===== src/rtl/io_pkg.sv =====
// Shared defaults for the processor-side I/O bridge.
package io_pkg;
   localparam int IO_DATA_W    = 16;
   localparam int IO_OUT_DEPTH = 4;
   localparam int PTR_W        = $clog2(IO_OUT_DEPTH);
endpackage


===== src/rtl/sync_fifo.sv =====
// Single-clock FIFO with registered full/empty and a zero-when-empty head word.
module sync_fifo
   import io_pkg::*;
#(
   parameter  int DATA_W = IO_DATA_W,
   parameter  int DEPTH  = IO_OUT_DEPTH,
   localparam int AW     = $clog2(DEPTH)
) (
   input  logic              clk,
   input  logic              rst,
   input  logic              push_i,
   input  logic [DATA_W-1:0] din_i,
   input  logic              pop_i,
   output logic [DATA_W-1:0] dout_o,
   output logic              full_o,
   output logic              empty_o,
   output logic [AW:0]       count_o
);

   logic [DATA_W-1:0] mem [DEPTH];
   logic [AW-1:0]     wr_q, wr_d;
   logic [AW-1:0]     rd_q, rd_d;
   logic [AW:0]       count_q, count_d;
   logic              push_ok, pop_ok;

   // Full/empty come from the registered count only, so a pop never frees
   // a slot for a push in the same cycle.
   assign full_o  = (count_q == (AW+1)'(DEPTH));
   assign empty_o = (count_q == '0);
   assign count_o = count_q;
   assign push_ok = push_i && !full_o;
   assign pop_ok  = pop_i && !empty_o;
   assign dout_o  = empty_o ? '0 : mem[rd_q];

   always_comb begin
      wr_d    = wr_q;
      rd_d    = rd_q;
      count_d = count_q;
      if (push_ok) wr_d = wr_q + AW'(1);
      if (pop_ok)  rd_d = rd_q + AW'(1);
      if (push_ok && !pop_ok)      count_d = count_q + (AW+1)'(1);
      else if (pop_ok && !push_ok) count_d = count_q - (AW+1)'(1);
   end

   always_ff @(posedge clk or posedge rst) begin
      if (rst) begin
         wr_q    <= '0;
         rd_q    <= '0;
         count_q <= '0;
      end else begin
         wr_q    <= wr_d;
         rd_q    <= rd_d;
         count_q <= count_d;
      end
   end

   always_ff @(posedge clk) begin
      if (push_ok) mem[wr_q] <= din_i;
   end

endmodule


===== src/rtl/io_port_ctrl.sv =====
// Core-side IN/OUT bridge: transmit FIFO toward the peripheral, one-word receive holding register.
module io_port_ctrl
   import io_pkg::*;
#(
   parameter int DATA_W    = IO_DATA_W,
   parameter int OUT_DEPTH = IO_OUT_DEPTH
) (
   input  logic              clk,
   input  logic              rst,
   input  logic              out_req,
   input  logic [DATA_W-1:0] out_data,
   input  logic              in_req,
   output logic [DATA_W-1:0] in_data,
   output logic              in_ack,
   output logic              stall,
   output logic              out_empty,
   output logic [DATA_W-1:0] tx_data,
   output logic              tx_valid,
   input  logic              tx_ready,
   input  logic [DATA_W-1:0] rx_data,
   input  logic              rx_valid,
   output logic              rx_ready
);

   localparam int AW = $clog2(OUT_DEPTH);

   logic              tx_full, tx_empty;
   logic [AW:0]       tx_count;
   logic              rx_full_q, rx_full_d;
   logic [DATA_W-1:0] rx_buf_q, rx_buf_d;

   sync_fifo #(
      .DATA_W (DATA_W),
      .DEPTH  (OUT_DEPTH)
   ) u_fifo (
      .clk     (clk),
      .rst     (rst),
      .push_i  (out_req),
      .din_i   (out_data),
      .pop_i   (tx_ready),
      .dout_o  (tx_data),
      .full_o  (tx_full),
      .empty_o (tx_empty),
      .count_o (tx_count)
   );

   assign tx_valid  = !tx_empty;
   assign out_empty = tx_empty;

   assign rx_ready = !rx_full_q;
   assign in_data  = rx_buf_q;
   assign in_ack   = in_req && rx_full_q;
   assign stall    = (out_req && tx_full) || (in_req && !rx_full_q);

   // Ack and capture are mutually exclusive (ack needs full, capture needs empty),
   // so the register refills no sooner than the cycle after a read.
   always_comb begin
      rx_full_d = rx_full_q;
      rx_buf_d  = rx_buf_q;
      if (in_ack) begin
         rx_full_d = 1'b0;
      end else if (rx_valid && rx_ready) begin
         rx_full_d = 1'b1;
         rx_buf_d  = rx_data;
      end
   end

   always_ff @(posedge clk or posedge rst) begin
      if (rst) begin
         rx_full_q <= 1'b0;
         rx_buf_q  <= '0;
      end else begin
         rx_full_q <= rx_full_d;
         rx_buf_q  <= rx_buf_d;
      end
   end

   logic unused_count;
   assign unused_count = ^tx_count;

endmodule


===== config.mk =====
export PLATFORM = sky130hd
export DESIGN_NAME = io_port_ctrl
export DESIGN_NICKNAME = d
export VERILOG_FILES = /design/src/rtl/io_pkg.sv /design/src/rtl/sync_fifo.sv /design/src/rtl/io_port_ctrl.sv
export SDC_FILE = /design/constraint.sdc
export NUM_CORES = 1
export LEC_CHECK = 0
export BUFFER_PORTS_ARGS = -buffer_cell sky130_fd_sc_hd__buf_2
export CORE_ASPECT_RATIO = 0.9
export CORE_MARGIN = 4
export CORE_UTILIZATION = 35
export DETAILED_ROUTE_END_ITERATION = 16
export SLEW_MARGIN = 20
export SYNTH_ARGS = -nofsm -noshare
export SYNTH_HDL_FRONTEND = slang
export SYNTH_HIERARCHICAL = 1
export SYNTH_SLANG_ARGS = --single-unit

===== constraint.sdc =====
create_clock -name clk -period 2.2 [get_ports clk]
set_input_delay 0.11 -clock clk [delete_from_list [all_inputs] [get_ports clk]]
set_output_delay 0.11 -clock clk [all_outputs]
set_load 0.01 [all_outputs]

== Word-level counts from Yosys, hierarchy flattened ==
Memories as Yosys holds them, arrays and structs flattened.
Index checks and enable logic that the tools add are counted.

* Bitwise operators: 1
* Mux-type cells: 7
* Reductions and logical operators: 18
* Add/sub/neg operators: 4
* Equality and inequality tests: 1

{| class="wikitable"
|+ Operator list
! cell !! number
|-
| $mux 16 || 1
|-
| $logic_and 1x1->1 || 8
|-
| $mux 3 || 2
|-
| $logic_not 1->1 || 5
|-
| $add 2x1->2 const B || 2
|-
| $mux 1 || 4
|-
| $reduce_bool 2->1 || 2
|-
| $add 3x1->3 const B || 1
|-
| $eq 3x3->1 const B || 1
|-
| $logic_not 3->1 || 1
|-
| $sub 3x1->3 const B || 1
|-
| $reduce_and 2->1 || 1
|-
| $logic_or 1x1->1 || 1
|-
| $not 1->1 || 1
|}

* Logic and storage cells: 37
* Bits of input ports: 38
* Output and inout bits: 37
* Memories kept: 1
* Register bits: 24
* RAM bits: 64

{| class="wikitable"
|+ Memory list
! name !! words !! width !! rd ports !! clocked after memory_dff !! wr ports !! RTL line !! text
|-
| u_fifo.mem || 4 || 16 || 1 || 0 || 1 || sync_fifo.sv:20 || <nowiki>logic [DATA_W-1:0] mem [DEPTH];</nowiki>
|}

== Depth between registers and ports, before layout ==
* Depth in word-level cells: 7
* Depth in mapped cells: 9
* Depth with buffers taken out: 8

== Cells and area by module ==
The synthesis kept the hierarchy.

{| class="wikitable"
|+ Modules (own cells, without submodules)
! module !! cells each !! times used !! sequential area each (µm²) !! area each (µm²)
|-
| sync_fifo || 138 || 1 || 2097.0 || 2947.8
|-
| io_port_ctrl || 44 || 1 || 425.4 || 711.9
|}

== Least setup slack after synthesis ==
Ideal clock, no wire load.

* Kind: register to register
* From: reg u_fifo.count_q[0], in the netlist u_fifo/count_o[0]
* To: reg u_fifo.count_q[2], in the netlist u_fifo/count_o[2]
* Path buffers: 0
* Period minus slack after synthesis: 2.081 ns
* Required time: 2.121 ns
* Data arrival time: 2.001 ns
* Path slack: 0.119 ns
* Library setup time: 0.079 ns
* Stages on the path, launching flop included: 9
* Path through: dfrtp_1 nor3_2 nand2b_1 ha_1 inv_1 fa_1 xor2_1 nor2_1 xor2_1

* Longest elaborated chain between the ends: 6
* Elaborated cells between the ends (all ways): 15
* Those cells by class: add/sub: 2; eq/ne: 1; mux: 2; reduce/logical: 10

{| class="wikitable"
|+ RTL lines
! item !! RTL line !! text
|-
| from (decl) || sync_fifo.sv:23 || <nowiki>logic [AW:0] count_q, count_d;</nowiki>
|-
| from (signal assigned) || sync_fifo.sv:53 || <nowiki>count_q <= count_d;</nowiki>
|-
| parallel branches: the longest is 6 deep, another holds $sub 3x1->3 || n/a ||
|}

Parallel ways; which one is timed is not known. The select of a mux whose other input is x is not followed.
A chain may end at the register's enable or synchronous reset.

== Worst setup path in the final report ==
* From: reg u_fifo.rd_q[0]
* To: out tx_data[0]

* Longest elaborated chain between the ends: 2

{| class="wikitable"
|+ RTL lines
! item !! RTL line !! text
|-
| from (decl) || sync_fifo.sv:22 || <nowiki>logic [AW-1:0] rd_q, rd_d;</nowiki>
|-
| from (signal assigned) || sync_fifo.sv:52 || <nowiki>rd_q <= rd_d;</nowiki>
|-
| $mem_v2 4x16 || n/a ||
|-
| $mux 16 || sync_fifo.sv:33 || <nowiki>assign dout_o = empty_o ? '0 : mem[rd_q];</nowiki>
|-
| to (decl) || io_port_ctrl.sv:17 || <nowiki>output logic [DATA_W-1:0] tx_data,</nowiki>
|}

No other way between the ends.

==> results.py <==
metrics = {
    "floorplanning": {
        "rows": 35,
        "pin_count": 75,
        "die_y_um": 105,
        "core_area_mm2": 0.0102,
        "die_x_um": 116,
        "die_area_mm2": 0.0122,
        "start_util_pct": 35.7,
    },
    "clocking": {
        "cts_made_buffers": 9,
        "cts_root_buffer": "clkbuf_16",
        "clk_pin_slew_ps": 60,
        "clock_latency_ps": 340,
        "cts_setup_buffers": 0,
        "cts_resized": 0,
        "cts_max_level": 3,
        "cts_max_path_buffers": 2,
        "hold_buffers": 32,
        "cts_tree": "built",
        "cts.sinks": 88,
    },
    "placed_design": {
        "gp_congestion": 0.681,
        "io_buffers": 74,
        "post-dp-hpwl_um": 4220,
    },
    "route": {
        "wl_per_cell_um": 15.0,
        "ant_nets": 0,
        "viasPerCell": 4.47,
        "first_pass_iters": 4,
        "post-route-drc-count": 0,
        "dr.first_iter.drc_count": 82,
        "drt_wl_total_um": 6540,
        "vias": 1949,
    },
    "yosys": {
        "synth_seq_cells": 88,
        "yosysSeqAreaShare_pct": 68.9,
        "netlist_area_mm2": 0.00366,
        "syn_inst": 182,
        "yosys_warnings": 6,
        "avgSynthCellArea_um2": 20.1,
        "ys_types": 26,
        "syn_nets": 226,
    },
    "power": {
        "clock_power_share_pct": 23.9,
        "ir_worst_vdd_mv": 0.572,
        "p_int_uw": 4050,
        "leakagePower_uw": 0.00196,
        "p_switching_uw": 1730,
        "sw_frac_of_total_pct": 29.9,
        "power_density_mw_per_mm2": 1200,
        "seqPwrFrac_pct": 41.1,
        "pwr-share-comb_pct": 35.0,
    },
    "timing": {
        "period_share_pct": 91.5,
        "worst_pin_slew_ps": 642,
        "rsz0062_at_grt": "no",
        "min_period_ps": 2010,
        "relSlewSlack_pct": 57.1,
        "finalHoldViolCount": 0,
        "worst_clock_skew_ps": 7.29,
        "slew_violations": 0,
        "max_freq_mhz": 497,
        "fin_tns_setup_ps": 0,
        "hold_ws_ps": 13.9,
        "setup_viol": 0,
    },
    "global_routing": {
        "grt_util_met3_pct": 5.44,
        "grt_pass1_wl_um": 10200,
        "grtUsageTotal_pct": 11.3,
        "grt_overflow": 0,
        "antenna_found_initial": 0,
        "grt_pass1_vias": 2018,
        "met1_usage_pct": 13.8,
        "grt_max_degree": 20,
        "grt-busiest-layer": "met2",
        "use_met2_pct": 18.0,
    },
    "finish": {
        "layout_common_cells": "74 x buf_2, 64 x edfxtp_1, 32 x dlygate4sd3_1",
        "drive_above_1_share_pct": 44.3,
        "final_common_cell": "buf_2",
        "fin_util_pct": 47.0,
        "syn_to_final_growth_pct": 31.5,
        "diodes": 0,
        "finalNetCount": 346,
    },
    "setup_path": {
        "critPathKind": "flop to output port",
        "cp_data_required_time_ps": 2090,
        "crit_path_end_kind": "output port",
        "crit_fanout": 9,
        "worst_setup_path_start_kind": "flop",
        "arrival_ps": 1900,
    },
    "run": {
        "max_cap_violations": 0,
    },
    "run_status": {
        "status": "completed",
    },
    "min_path": {
        "hold_class": "input port to flop",
    },
}
==> cells in the mapped netlist, drive strengths merged <==
cell type  number  share of area, %
and2b           2              0.41
nand2           2              0.21
o21ai           1              0.14
mux2           18               6.5
ha              5               1.7
nor2            3              0.31
mux4           16                11
dfrtp          24                16
xnor2           3              0.72
nor2b          16               4.4
nor3b           1              0.34
fa              1              0.55
buf             8               2.3
a21o            1              0.21
and2            4              0.68
inv             8              0.82
nor3            1              0.27
xor2            3              0.72
edfxtp         64                53
nand2b          1              0.17
==> metal layers <==
layer / routed length, um / share of wire, %
met1: 2830 / 43
met5: 0 / 0
met4: 72 / 1.1
met3: 542 / 8.3
met2: 3100 / 47
==> metrics by stage <==
stage	total power [uW]	instances	setup slack (ps)	area [um^2]
final	5780	436	187	4810
after global routing	6140	436	69.3	4810
after CTS	5890	436	139	4810
after detailed placement	4430	388	221	4220
after global placement	4400	388	268	4220
after floorplan	3760	182	119	3660
==> state kept, by name, summed over array words and instances, names as in the netlist <==
register	cells
u_fifo/mem	64
u_fifo/wr_q	2
in_data	16
u_fifo/count_o	3
rx_full_q	1
u_fifo/rd_q	2
==> worst max-delay path: stages (launching register included) <==
cell	delay, ps
dfrtp_1	520
buf_12	190
mux4_1	560
nor2b_1	140
buf_2	150
==> power groups by stage <==
stage	clock, uW	sequential (uW)	combinational, uW
6_report	1380	2370	2020
5_1_grt	1520	2410	2210
4_1_cts	1430	2380	2080
3_5_place_dp	0	2410	2030
3_3_place_gp	0	2400	2000
2_1_floorplan	0	2370	1400
==> layout make-up <==
| class | instances | area [um^2] |
|---|---|---|
| tap | 129 | 161 |
| clock buffer | 9 | 225 |
| multi-input combinational | 78 | 1030 |
| sequential | 88 | 2520 |
| timing repair buffer | 117 | 798 |
| inverter | 8 | 30.0 |
| clock inverter | 7 | 46.3 |
| fill | 895 | 5440 |
==> cells by family after synthesis <==
logic type      Yosys count  share of synthesized area (%)
simple gates             30                           6.77
fa+ha+maj                 6                           2.26
mux                      34                           17.1
buf+inv                  16                           3.15
compound gates            2                          0.342
flops                    88                           68.9
xor+xnor                  6                           1.44
==> final timing paths <==
kind,startpoint,endpoint,slack (ps),depth (start not counted)
setup / recovery,u_fifo/rd_q[0],tx_data[0],190,4
hold reg to reg,in_data[9],in_data[9],510,1
min in group asynchronous,rst,u_fifo/count_o[2],250,3
hold / removal,rx_data[15],in_data[15],10,2
max in group asynchronous,rst,in_data[7],1370,3
setup reg to reg,u_fifo/count_o[0],u_fifo/count_o[2],200,8
Note: power is estimated with default switching activity, not from simulation.
